File: src/rtl/lsu_mem_stage_pkg.sv
// Shared widths, mem_op field positions, access-size codes and MEM-stage FSM states.
package lsu_mem_stage_pkg;

  localparam int LSU_XLEN  = 32;
  localparam int LSU_RF_AW = 5;

  localparam int MOP_ACCESS = 3;
  localparam int MOP_STORE  = 2;

  localparam logic [1:0] SIZE_B = 2'd0;
  localparam logic [1:0] SIZE_H = 2'd1;
  localparam logic [1:0] SIZE_W = 2'd2;

  typedef enum logic [2:0] {
    ST_IDLE  = 3'd0,
    ST_REQ   = 3'd1,
    ST_WAIT  = 3'd2,
    ST_DONE  = 3'd3,
    ST_DRAIN = 3'd4
  } lsu_state_e;

  function automatic logic is_misaligned(input logic [1:0] size, input logic [1:0] addr_lo);
    case (size)
      SIZE_H:  return addr_lo[0];
      SIZE_W:  return addr_lo != 2'b00;
      default: return 1'b0;
    endcase
  endfunction

endpackage

File: src/rtl/lsu_mem_stage_align.sv
// Combinational byte-lane logic: store byte enables/replication, misalignment, load extract/extend.
module lsu_align
  import lsu_mem_stage_pkg::*;
#(
  parameter int XLEN = LSU_XLEN
) (
  input  logic [1:0]      i_size,
  input  logic [1:0]      i_addr_lo,
  input  logic            i_unsigned,
  input  logic [XLEN-1:0] i_store_data,
  input  logic [XLEN-1:0] i_rdata,
  output logic [3:0]      o_be,
  output logic [XLEN-1:0] o_wdata,
  output logic            o_misal,
  output logic [XLEN-1:0] o_ld_data
);

  logic [XLEN-1:0] w_shifted;
  logic            w_sign;

  always_comb begin
    o_misal   = is_misaligned(i_size, i_addr_lo);
    w_shifted = i_rdata >> {i_addr_lo, 3'b000};
    w_sign    = 1'b0;
    o_be      = 4'hF;
    o_wdata   = i_store_data;
    o_ld_data = w_shifted;
    case (i_size)
      SIZE_B: begin
        o_be      = 4'b0001 << i_addr_lo;
        o_wdata   = {(XLEN/8){i_store_data[7:0]}};
        w_sign    = w_shifted[7] & ~i_unsigned;
        o_ld_data = {{(XLEN-8){w_sign}}, w_shifted[7:0]};
      end
      SIZE_H: begin
        o_be      = 4'b0011 << i_addr_lo;
        o_wdata   = {(XLEN/16){i_store_data[15:0]}};
        w_sign    = w_shifted[15] & ~i_unsigned;
        o_ld_data = {{(XLEN-16){w_sign}}, w_shifted[15:0]};
      end
      default: ;
    endcase
  end

endmodule

File: src/rtl/lsu_mem_stage.sv
// MEM stage: one-entry stage register plus req/gnt/rvalid bus FSM; 1 cycle for non-bus ops, >=2 for accesses.
// Holds results while out_ready is low; in_ready drops while an access (or a flushed one) is outstanding.
module lsu_mem_stage
  import lsu_mem_stage_pkg::*;
#(
  parameter int XLEN          = LSU_XLEN,
  parameter int RF_ADDR_WIDTH = LSU_RF_AW
) (
  input  logic                     clk,
  input  logic                     rst_n,
  input  logic                     flush,
  input  logic                     in_valid,
  output logic                     in_ready,
  input  logic [XLEN-1:0]          in_pc,
  input  logic [XLEN-1:0]          in_inst,
  input  logic                     in_rf_we,
  input  logic [RF_ADDR_WIDTH-1:0] in_rf_waddr,
  input  logic [XLEN-1:0]          in_alu_result,
  input  logic [XLEN-1:0]          in_store_data,
  input  logic [3:0]               in_mem_op,
  input  logic                     in_exp_flag,
  output logic                     out_valid,
  input  logic                     out_ready,
  output logic [XLEN-1:0]          out_pc,
  output logic [XLEN-1:0]          out_inst,
  output logic                     out_rf_we,
  output logic [RF_ADDR_WIDTH-1:0] out_rf_waddr,
  output logic [XLEN-1:0]          out_wb_data,
  output logic                     out_exp_flag,
  output logic                     out_ld_misal,
  output logic                     out_st_misal,
  output logic                     dbus_req,
  output logic                     dbus_we,
  output logic [XLEN-1:0]          dbus_addr,
  output logic [XLEN-1:0]          dbus_wdata,
  output logic [3:0]               dbus_be,
  input  logic                     dbus_gnt,
  input  logic                     dbus_rvalid,
  input  logic [XLEN-1:0]          dbus_rdata
);

  lsu_state_e r_state, w_state_nxt;

  logic                     r_valid;
  logic [XLEN-1:0]          r_pc, r_inst, r_alu, r_sdata, r_wb_data;
  logic                     r_rf_we, r_exp;
  logic [RF_ADDR_WIDTH-1:0] r_rf_waddr;
  logic [3:0]               r_mem_op;

  logic            w_capture, w_fire, w_in_need_bus, w_load_done;
  logic            w_misal, w_acc_misal, w_is_load;
  logic [3:0]      w_be;
  logic [XLEN-1:0] w_wdata, w_ld_data;

  lsu_align #(.XLEN(XLEN)) u_align (
    .i_size       (r_mem_op[1:0]),
    .i_addr_lo    (r_alu[1:0]),
    .i_unsigned   (r_inst[14]),
    .i_store_data (r_sdata),
    .i_rdata      (dbus_rdata),
    .o_be         (w_be),
    .o_wdata      (w_wdata),
    .o_misal      (w_misal),
    .o_ld_data    (w_ld_data)
  );

  // Bus need is decided on the incoming fields so the request goes out the cycle after capture.
  assign w_in_need_bus = in_mem_op[MOP_ACCESS] && !in_exp_flag &&
                         !is_misaligned(in_mem_op[1:0], in_alu_result[1:0]);

  assign w_acc_misal = r_mem_op[MOP_ACCESS] && w_misal;
  assign w_is_load   = r_mem_op[MOP_ACCESS] && !r_mem_op[MOP_STORE];

  assign out_valid = r_valid && (r_state == ST_IDLE || r_state == ST_DONE);
  assign w_fire    = out_valid && out_ready;
  assign in_ready  = (r_state != ST_DRAIN) && (!r_valid || w_fire);
  assign w_capture = in_valid && in_ready && !flush;

  always_comb begin
    w_state_nxt = r_state;
    w_load_done = 1'b0;
    case (r_state)
      ST_IDLE: begin
        if (w_capture && w_in_need_bus) w_state_nxt = ST_REQ;
      end
      ST_REQ: begin
        // A grant coinciding with the flush still owes us a response, so drain it.
        if (flush) begin
          w_state_nxt = (dbus_gnt && !dbus_rvalid) ? ST_DRAIN : ST_IDLE;
        end else if (dbus_gnt) begin
          w_state_nxt = dbus_rvalid ? ST_DONE : ST_WAIT;
          w_load_done = dbus_rvalid;
        end
      end
      ST_WAIT: begin
        if (dbus_rvalid) begin
          w_state_nxt = flush ? ST_IDLE : ST_DONE;
          w_load_done = !flush;
        end else if (flush) begin
          w_state_nxt = ST_DRAIN;
        end
      end
      ST_DONE: begin
        if (flush || w_fire) w_state_nxt = (w_capture && w_in_need_bus) ? ST_REQ : ST_IDLE;
      end
      ST_DRAIN: begin
        if (dbus_rvalid) w_state_nxt = ST_IDLE;
      end
      default: w_state_nxt = ST_IDLE;
    endcase
  end

  always_ff @(posedge clk) begin
    if (!rst_n) begin
      r_state    <= ST_IDLE;
      r_valid    <= 1'b0;
      r_pc       <= '0;
      r_inst     <= '0;
      r_rf_we    <= 1'b0;
      r_rf_waddr <= '0;
      r_alu      <= '0;
      r_sdata    <= '0;
      r_mem_op   <= '0;
      r_exp      <= 1'b0;
      r_wb_data  <= '0;
    end else begin
      r_state <= w_state_nxt;
      if (w_capture) begin
        r_valid    <= 1'b1;
        r_pc       <= in_pc;
        r_inst     <= in_inst;
        r_rf_we    <= in_rf_we;
        r_rf_waddr <= in_rf_waddr;
        r_alu      <= in_alu_result;
        r_sdata    <= in_store_data;
        r_mem_op   <= in_mem_op;
        r_exp      <= in_exp_flag;
        r_wb_data  <= in_alu_result;
      end else if (flush || w_fire) begin
        r_valid <= 1'b0;
      end
      if (w_load_done && w_is_load) r_wb_data <= w_ld_data;
    end
  end

  assign out_pc       = r_pc;
  assign out_inst     = r_inst;
  assign out_rf_we    = r_rf_we && !w_acc_misal;
  assign out_rf_waddr = r_rf_waddr;
  assign out_wb_data  = r_wb_data;
  assign out_exp_flag = r_exp || w_acc_misal;
  assign out_ld_misal = w_acc_misal && !r_mem_op[MOP_STORE];
  assign out_st_misal = w_acc_misal && r_mem_op[MOP_STORE];

  assign dbus_req   = (r_state == ST_REQ);
  assign dbus_we    = r_mem_op[MOP_ACCESS] && r_mem_op[MOP_STORE];
  assign dbus_addr  = {r_alu[XLEN-1:2], 2'b00};
  assign dbus_wdata = w_wdata;
  assign dbus_be    = r_mem_op[MOP_ACCESS] ? w_be : 4'h0;

endmodule

File: config.mk
export PLATFORM = sky130hd
export DESIGN_NAME = lsu_mem_stage
export DESIGN_NICKNAME = d
export VERILOG_FILES = /design/src/rtl/lsu_mem_stage_pkg.sv /design/src/rtl/lsu_mem_stage_align.sv /design/src/rtl/lsu_mem_stage.sv
export SDC_FILE = /design/constraint.sdc
export NUM_CORES = 1
export LEC_CHECK = 0
export ABC_AREA = 1
export CAP_MARGIN = 40
export CORE_MARGIN = 2
export CORE_UTILIZATION = 44
export CTS_BUF_LIST = sky130_fd_sc_hd__clkbuf_2 sky130_fd_sc_hd__clkbuf_4 sky130_fd_sc_hd__clkbuf_8
export CTS_CLUSTER_SIZE = 16
export DETAILED_ROUTE_END_ITERATION = 16
export PLACE_DENSITY = 0.94
export SYNTH_ARGS = -nofsm -noshare
export SYNTH_HDL_FRONTEND = slang
export SYNTH_SLANG_ARGS = --single-unit
export TNS_END_PERCENT = 5
File: constraint.sdc
create_clock -name clk -period 3.05 [get_ports clk]
set_clock_uncertainty 0.1 [all_clocks]
set_input_delay 0.915 -clock clk [delete_from_list [all_inputs] [get_ports clk]]
set_output_delay 0.915 -clock clk [all_outputs]
set_load 0.1 [all_outputs]
==> results.md, run 1 <==
* Period minus WS final at 3.020 ns
* Insertion delay to the later sink of the worst-skew pair at ~0.45 ns
* Register area share after synthesis at between 40 and 50%
* Routed vias/inst at approximately 5.3
* Synth Area in XOR/XNOR at 0%
* Net Switching at between 3 and 4 mW
* Clock-pin slew on the worst setup and hold paths at roughly 0.1 ns
* Sequential share of power at between 30% and 40%
* Total Wirelength at about 27000 um
* Share of cells above drive strength 1 at approximately a fifth
* 1st-pass router iterations at 6
* Setup CP Type: register to output pin
* Fin nets at ~1600
* P per Cell Area at just under 600 mW/mm2
* Leak at 5.137 nW
* First-pass GRT wire length at roughly 42000 um
* Final worst-path cycle share at between 90% and 100%
* Syn Std Cell Area at ~0.0081 mm2
* Mean cell area of the mapped netlist at 7.101 um2
* Outcome: finished, final reports clean
* Final worst slack at just under 0.03 ns
* Initial Utilization at around 45%
* Tightest Pin Transition at between 0.5 and 0.6 ns
* Critical path launch point type: register
* Hold/Removal Path Class: register to register
* Top-area cell type share of the netlist area at 43.16%
* Vias in the first global route at around 8500
* Final setup vio count at 0
* Int Pwr at between 3 and 4 mW
* Pin count of the biggest net entering global routing at 83
* Area grow syn2layout at 48.74%
* Post-synth EDFFs at 0
* Root Driver: clkbuf_8
* Die W at 139.8 um
* Combinational Power Share at about two fifths
* Cts bufs inserted at 17
* DRC errors left at 0
* Gr usage total at 26.85%
* Clock power share at 22.6%
* # port buffers at ~350
* Post-Synth Simple-Gate Area at a little under a quarter
* Rel. slew slack at roughly three fifths
* Switching share of power at between 40 and 50%
* Vias at 8795
* CTS HTree Levels at 4
* Adder-cell share of the synthesized area at less than 1%
* Highest clock rate at 331.1 MHz
* Slew Limit Fails at 0
* Req. time, crit path at 2.03 ns
* Setup_tns at 0 ns
* Antenna-violating nets left at 0
* Crit path max fanout at 8
* Total chip power at approximately 7.2 mW
* # diodes at 0
* Asr flop ratio synth at 0%
* DRT iter0 DRCs at 747
* Die H at around 140 um
* Ys Warns at 0
* Final hold violation count at 0
* Pre-CTS setup slack at roughly 0.18 ns
* Cells after Synth at roughly 1100
* CTS tree: built
* Cell variety after synth at 32
* Crit path DAT at 2.01 ns
* Largest family of logic cells by synthesized area: simple AND/OR/NAND/NOR gates
* Max-cap violations at 0
* RSZ-0062 raised after global routing: yes
* Avg WL per Cell at 16.41 um
* Primary FF master, synth: dfxtp_1
* Crit. End Element: output pin
* Yosys reg bits at roughly 180
* IO Pins at ~360
* GRT overflow at 0
* Initial antenna violation count at 0
* Clock Tree Buf Depth at 2
* Die area at approximately 0.020 mm2
* Largest cells by area after synthesis: dfxtp_1 (43%), nand2_1 (15%), a21oi_1 (11%), o21ai_0 (5.0%), inv_1 (4.9%)
* Sink Count at approximately 180
* Top-count cell post-synth: nand2_1
* Mux cell area share after synthesis at 0%
* Final Util at approximately 67%
* Compound-gate portion of the synthesized area at 19.08%
* Core area at between 0.015 and 0.02 mm2
* Synth cell count leaders: nand2_1 (326), a21oi_1 (175), dfxtp_1 (175)
* Final GP Congestion at about 0.94
* Leading area contributor after synthesis: dfxtp_1
* Rows at 49
* DP Wirelength at between 20000 and 25000 um
* Max VDD drop at ~450 uV
-- flip-flops by register name, summed over array words and instances (netlist names), 3 cells and up --
register,flops
out_inst,32
out_pc,32
out_wb_data,32
r_alu,32
r_sdata,32
out_rf_waddr,5
r_mem_op,4
r_state,3
-- final timing paths --
kind	startpoint	end	slack [ns]	depth (start not counted)
setup / recovery	r_mem_op[1]	dbus_wdata[15]	0.03	7
hold / removal	r_exp	r_exp	0.37	2
setup reg to reg	r_alu[0]	out_wb_data[31]	0.85	10
hold reg to reg	r_exp	r_exp	0.37	2
-- critical path: stages, from the launching register on --
cell and delay, ns:
dfxtp_1 0.34, inv_2 0.11, ha_4 0.21, clkinvlp_4 0.21, o22ai_1 0.23, inv_1 0.09, o21ai_1 0.16, buf_12 0.21
-- cell families after synthesis --
kind of cell,Yosys count
and+or+nand+nor,444
AOI/OAI and AO/OA,293
buffers and inverters,225
DFF,175
adders and majority gates,5
other,1
-- per-layer routing --
metal  part of all wire, %  vias up  GRT usage [%]
met3                   8.4      119          7.708
met2                    50      465          46.55
li1                      -     4229              -
met1                    37     3982          30.21
met5                     0        -              0
met4                   4.7        0          13.16
-- layout by cell type (no fill, tap or decap), types with 37 or more instances in the layout --
cell type and count:
buf_12 37, clkdlybuf4s50_1 177, dfxtp_1 174, nand3_1 44, a21oi_1 171, nand2_1 326
nor2_1 39, buf_4 165, o21ai_0 57, inv_1 102
-- repair_timing --
| item | 4_1_cts | 5_1_grt |
|---|---|---|
| endpoints found under the setup margin | 25 | 31 |
| hold buffers | 0 | 0 |
| pin swaps | 0 | 2 |
| buffers inserted | 1 | 1 |
| resized for setup | 10 | 23 |
-- through the flow --
step | hold slack (ns) | cell area [um2] | cells
4_1_cts | 0.3686 | 11950 | 1672
3_5_place_dp | 0.3483 | 11490 | 1639
5_1_grt | 0.3897 | 12070 | 1673
6_report | 0.3683 | 12070 | 1673
2_1_floorplan | 0.3297 | 8158 | 1144
3_3_place_gp | 0.3405 | 11490 | 1639
-- area by class of cell --
type | instances | area [um2]
multi-input cells | 744 | 3623
inverters | 111 | 429.2
repair buffers | 382 | 3826
clock inverters | 15 | 168.9
fillers | 1428 | 5952
flip-flops and latches | 175 | 3505
clock buffers | 17 | 234.0
well taps | 229 | 286.5
-- power by group through the flow --
stage	sequential [mW]	clock [mW]	combinational (mW)
floorplan	3.19	0	1.48
global placement	2.60	0	2.88
detailed placement	2.60	0	2.91
CTS	2.55	1.66	2.94
global route	2.58	1.75	3.13
finish	2.56	1.62	2.99
Note: power is estimated with default switching activity, not from simulation.
==> run 2, diff against run 1 <==
--- a/config.mk
+++ b/config.mk
@@ -7,7 +7,6 @@
 export LEC_CHECK = 0
 export ABC_AREA = 1
 export CAP_MARGIN = 40
-export CORE_MARGIN = 2
 export CORE_UTILIZATION = 44
 export CTS_BUF_LIST = sky130_fd_sc_hd__clkbuf_2 sky130_fd_sc_hd__clkbuf_4 sky130_fd_sc_hd__clkbuf_8
 export CTS_CLUSTER_SIZE = 16
==> results.md, run 2 (synthesis gave the netlist of run 1 again) <==
* Critical Path Slowest Stage Cell: dfxtp_2
* Initial Utilization at 45.03% (unchanged)
* Critical path launch point type: register
* IO Pins at 355 (unchanged)
* CP delay by family, top: buffers and inverters
* Combinational Power Share at 41.3% (-0.4 points)
* Die H at 137.8 um (-1.4%)
* Cts hold-fix bufs at 0 (unchanged)
* Cts bufs inserted at 17 (unchanged)
* Pin count of the biggest net entering global routing at 60 (-28%)
* Int Pwr at 4.100 mW (+3.7%)
* Max-cap violations at 0 (unchanged)
* Die W at 137.8 um (-1.4%)
* Highest clock rate at 329.8 MHz (-0.39%)
* Tightest Pin Transition at 0.5515 ns (-0.02713 ns)
* Final hold violation count at 0 (unchanged)
* Leak at 5.195 nW (+1.1%)
* Vias at 8694 (-1.1%)
* DRC errors left at 0 (unchanged)
* DRT iter0 DRCs at 468 (-37%)
* Sink Count at 175 (unchanged)
* Outcome: finished, final reports clean
* Pre-CTS setup slack at 0.08984 ns (-0.08597 ns)
* Total Wirelength at 26760 um (-2.5%)
* Avg WL per Cell at 15.89 um (-3.2%)
* GRT overflow at 0 (unchanged)
* P per Cell Area at 597.2 mW/mm2 (+0.66%)
* Rel. slew slack at 63.23% (+1.9 points)
* Final setup vio count at 0 (unchanged)
* Slew Limit Fails at 0 (unchanged)
* Initial antenna violation count at 0 (unchanged)
* Gr usage total at 26.71% (-0.14 points)
* Area grow syn2layout at 49.78%
* Share of cells above drive strength 1 at 20.82% (+0.74 points)
* Antenna-violating nets left at 0 (unchanged)
* # port buffers at 352 (unchanged)
* Bufs and invs on worst path at 4 (unchanged)
* Crit path DAT at 2.02 ns (about the same)
* Final worst-path cycle share at 99.42% (+0.39 points)
* Max VDD drop at 344.3 uV (-24%)
* Net Switching at 3.160 mW (-1.5%)
* Vias in the first global route at 8162 (-3.9%)
* Final GP Congestion at 0.9396 (-0.17%)
* CTS HTree Levels at 4 (unchanged)
* Die area at 0.01899 mm2 (-2.8%)
* Final Util at 67.44% (+0.47 points)
* Root Driver: clkbuf_8
* Rows at 49 (unchanged)
* Most common cell after layout, fill and taps aside: nand2_1
* 1st-pass router iterations at 5 (-1)
* Core area at 0.01802 mm2 (unchanged)
* First-pass GRT wire length at 39440 um (-7.2%)
* Crit. End Element: output pin
* # diodes at 0 (unchanged)
* Clock power share at 23.5% (+0.9 points)
* Clock-pin slew on the worst setup and hold paths at 0.10 ns (about the same)
* Insertion delay to the later sink of the worst-skew pair at 0.45 ns (about the same)
* Final worst slack at 0.01766 ns (-0.01188 ns)
* Worst path cell trace: inv_2, ha_4, clkinvlp_4, o22ai_1, inv_1, o21ai_2, buf_12
* CTS tree: built
* Period minus WS final at 3.032 ns (+0.01188 ns)
* Switching share of power at 43.53% (-1.3 points)
* Crit path max fanout at 8 (unchanged)
* Clock Tree Buf Depth at 2 (unchanged)
* Sequential share of power at 35.2% (-0.5 points)
* Setup CP Type: register to output pin
* Req. time, crit path at 2.03 ns (about the same)
* Hold/Removal Path Class: register to register
* Hold Slack at 0.3690 ns (+0.0006680 ns)
* Commonest non-fill, non-tap cells in the layout: nand2_1 (326), clkdlybuf4s50_1 (177), buf_4 (176)
* Slowest stage delay, CP at 0.34 ns (about the same)
* DP Wirelength at 20060 um (-0.49%)
* RSZ-0062 raised after global routing: yes
* Fin nets at 1625 (+0.68%)
* Routed vias/inst at 5.163 (-1.8%)
[run 2: cell count changes in the layout (fill, tap and decap cells not counted), sizes merged]
cell / previous run / this run
buf: 202 / 212
clkbuf: 20 / 21
inv: 116 / 117
clkinv: 7 / 3
clkinvlp: 3 / 4
bufinv: 0 / 2
[run 2: layout make-up]
type / instances / area (um2)
fill: 1415 / 5868
timing repair buffer: 393 / 3914
multi-input combinational: 744 / 3613
sequential: 175 / 3506
inverter: 111 / 429.2
tap: 229 / 286.5
clock buffer: 17 / 234.0
clock inverter: 15 / 173.9
[run 2: final timing paths]
path	end	startpoint	slack, ns	cells after the start
max	dbus_wdata[11]	r_mem_op[1]	0.02	7
min	out_inst[27]	out_inst[27]	0.37	2
max reg2reg	out_inst[7]	r_state[1]	0.86	11
min reg2reg	out_inst[27]	out_inst[27]	0.37	2
[run 2: per-layer routing]
| layer | routed length (um) | share of wire, % | GRT usage (%) |
|---|---|---|---|
| met1 | 10220 | 38 | 29.92 |
| met4 | 709 | 2.6 | 11.23 |
| met5 | 0 | 0 | 0 |
| met2 | 13720 | 51 | 47.52 |
| met3 | 2114 | 7.9 | 7.064 |
[run 2: stage by stage]
step,TNS (ns),cell area [um2],power (mW),instances
after global routing,-0.4453,12160,7.558,1684
after CTS,-0.07339,12030,7.242,1683
final,0,12160,7.260,1684
after detailed placement,0,11560,5.529,1649
after floorplan,-7.034,8158,4.673,1144
after global placement,0,11560,5.482,1649
[run 2: worst min-delay path, cell delays in order, from the launching register on]
cell     delay, ns
dfxtp_1       0.32
nand2_1       0.06
a21oi_1       0.05
[run 2: power groups by stage]
| stage | clock [mW] | combinational (mW) | sequential [mW] |
|---|---|---|---|
| after detailed placement | 0 | 2.92 | 2.61 |
| after CTS | 1.73 | 2.95 | 2.55 |
| after floorplan | 0 | 1.48 | 3.19 |
| final | 1.71 | 3.00 | 2.56 |
| after global placement | 0 | 2.89 | 2.60 |
| after global routing | 1.84 | 3.15 | 2.58 |
[run 2: what timing repair did]
item	in CTS	in global routing
cloned	0	0
endpoints found under the setup margin	32	30
gates resized for setup	8	27
endpoints found under the hold margin	0	0
pin swaps	0	2
setup buffers	2	1
==> run 3, diff against run 2 <==
--- a/config.mk
+++ b/config.mk
@@ -7,11 +7,11 @@
 export LEC_CHECK = 0
 export ABC_AREA = 1
 export CAP_MARGIN = 40
-export CORE_UTILIZATION = 44
-export CTS_BUF_LIST = sky130_fd_sc_hd__clkbuf_2 sky130_fd_sc_hd__clkbuf_4 sky130_fd_sc_hd__clkbuf_8
+export CORE_UTILIZATION = 43
+export CTS_BUF_LIST = sky130_fd_sc_hd__clkbuf_8 sky130_fd_sc_hd__clkbuf_16
 export CTS_CLUSTER_SIZE = 16
 export DETAILED_ROUTE_END_ITERATION = 16
-export PLACE_DENSITY = 0.94
+export PLACE_DENSITY = 0.84
 export SYNTH_ARGS = -nofsm -noshare
 export SYNTH_HDL_FRONTEND = slang
 export SYNTH_SLANG_ARGS = --single-unit
==> results.md, run 3 (synthesis gave the netlist of run 1 again) <==
* Outcome: finished, final reports clean
* DP Wirelength at 19120 um (-4.7%)
* Slowest stage delay, CP at 0.32 ns (-0.02 ns)
* # port buffers at 352 (unchanged)
* Crit. End Element: output pin
* Pin count of the biggest net entering global routing at 87 (+45%)
* Setup CP Type: register to output pin
* Slew Limit Fails at 0 (unchanged)
* Share of cells above drive strength 1 at 19.00% (-1.8 points)
* Cts bufs inserted at 17 (unchanged)
* Commonest non-fill, non-tap cells in the layout: nand2_1 (326), clkdlybuf4s50_1 (177), dfxtp_1 (175)
* Initial Utilization at 44.57% (-0.45 points)
* Cts hold-fix bufs at 0 (unchanged)
* Rows at 49 (unchanged)
* Most used cell, CP: inv_1
* Avg WL per Cell at 15.52 um (-2.3%)
* Clock-pin slew on the worst setup and hold paths at 0.07 ns (-0.03 ns)
* Max VDD drop at 401.5 uV (+17%)
* Max-cap violations at 0 (unchanged)
* Worst path cell trace: inv_1, ha_2, inv_1, o22ai_1, inv_1, o21ai_1, buf_12
* Sink Count at 175 (unchanged)
* Crit path max fanout at 8 (unchanged)
* Final GP Congestion at 0.8580 (-8.7%)
* Insertion delay to the later sink of the worst-skew pair at 0.43 ns (-0.02 ns)
* Routed vias/inst at 5.093 (-1.3%)
* Critical path launch point type: register
* Hold/Removal Path Class: register to register
* P per Cell Area at 635.0 mW/mm2 (+6.3%)
* Clock Tree Buf Depth at 2 (unchanged)
* GRT overflow at 0 (unchanged)
* Crit path DAT at 1.97 ns (-0.05 ns)
* Fillers at 1513 (+6.9%)
* Hold Slack at 0.3656 ns (-0.003374 ns)
* Post-Place Cells at 1638 (-0.67%)
* Fin nets at 1612 (-0.80%)
* DRC errors left at 0 (unchanged)
* Final worst-path cycle share at 97.87% (-1.5 points)
* Tightest Pin Transition at 0.5678 ns (+0.01633 ns)
* Area grow syn2layout at 50.19%
* Register area at 0.003503 mm2 (about the same)
* Total Wirelength at 25940 um (-3.1%)
* Footprint of the multi-input gates at 0.003535 mm2 (-2.2%)
* Critical Path Slowest Stage Cell: dfxtp_1
* Leak at 5.215 nW (+0.39%)
* RSZ-0062 raised after global routing: yes
* Initial antenna violation count at 0 (unchanged)
* Final Non-Filler Cells at 1671 (-0.77%)
* Core area at 0.01821 mm2 (+1.0%)
* Final worst slack at 0.06488 ns (+0.04721 ns)
* Antenna-violating nets left at 0 (unchanged)
* Final Util at 66.95% (-0.50 points)
* Pre-CTS setup slack at 0.1793 ns (+0.08945 ns)
* Final hold violation count at 0 (unchanged)
* Rel. slew slack at 62.04% (-1.2 points)
* DRT iter0 DRCs at 567 (+21%)
* Die area at 0.01943 mm2 (+2.3%)
* Total chip power at 7.741 mW (+6.6%)
* Vias in the first global route at 8268 (+1.3%)
* CTS tree: built
* Req. time, crit path at 2.03 ns (about the same)
* Die W at 139.4 um (+1.1%)
* Die H at 139.4 um (+1.1%)
* Period minus WS final at 2.985 ns (-0.04721 ns)
* # diodes at 0 (unchanged)
* Highest clock rate at 335.0 MHz (+1.6%)
* First-pass GRT wire length at 41590 um (+5.5%)
* Final setup vio count at 0 (unchanged)
* Gr usage total at 26.68% (-0.029 points)
* IO Pins at 355 (unchanged)
* 1st-pass router iterations at 5 (unchanged)
* CTS HTree Levels at 4 (unchanged)
* Root Driver: clkbuf_16
* Most common cell after layout, fill and taps aside: nand2_1
* Vias at 8511 (-2.1%)
==> run 3: cell types whose count changed in the layout (fill, tap and decap cells not counted), sizes merged <==
cell / before / now
clkbuf: 21 / 17
clkinvlp: 4 / 5
buf: 212 / 203
clkinv: 3 / 2
==> run 3: through the flow <==
step,cell area (um2),setup TNS [ns]
3_5_place_dp,11530,0
5_1_grt,12190,-0.07997
6_report,12190,0
4_1_cts,12170,-0.04180
3_3_place_gp,11530,0
2_1_floorplan,8158,-7.034
==> run 3: power by group <==
part	leakage, nW	internal (mW)	switching (mW)
clock	0.288	1.24	1.01
combinational	3.50	0.863	2.08
sequential	1.43	2.45	0.0997
==> run 3: worst max-delay path, delay by kind of cell (launching register included) <==
family | cells | cell delay (ns)
AO/OA/AOI/OAI | 2 | 0.36
adder cells (fa/ha/maj) | 1 | 0.26
buffers and inverters | 4 | 0.59
flip-flops | 1 | 0.32
==> run 3: cell type report <==
cell class,instances,area share (%)
multi-input combinational,744,29.00
timing repair buffer,380,31.48
clock inverter,15,1.457
tap,229,2.350
sequential,175,28.74
inverter,111,3.490
clock buffer,17,3.490
==> run 3: final timing paths <==
check,slack (ns),startpoint,end,cells after the start
worst max register to register,0.80,r_alu[0],out_wb_data[16],10
worst min-delay path,0.37,r_alu[2],r_alu[2],2
worst max-delay path,0.06,r_mem_op[1],dbus_wdata[15],7
worst min register to register,0.37,r_alu[2],r_alu[2],2
==> run 3: timing repair <==
item / CTS / global route
resized for setup: 3 / 7
setup buffers: 1 / 0
setup endpoints to repair: 13 / 29
==> run 3: metal layers <==
metal	share of wire, %	GRT usage (%)
met1	39	30.09
met2	51	47.08
met3	7.4	7.743
met4	2.8	10.76
met5	0	0
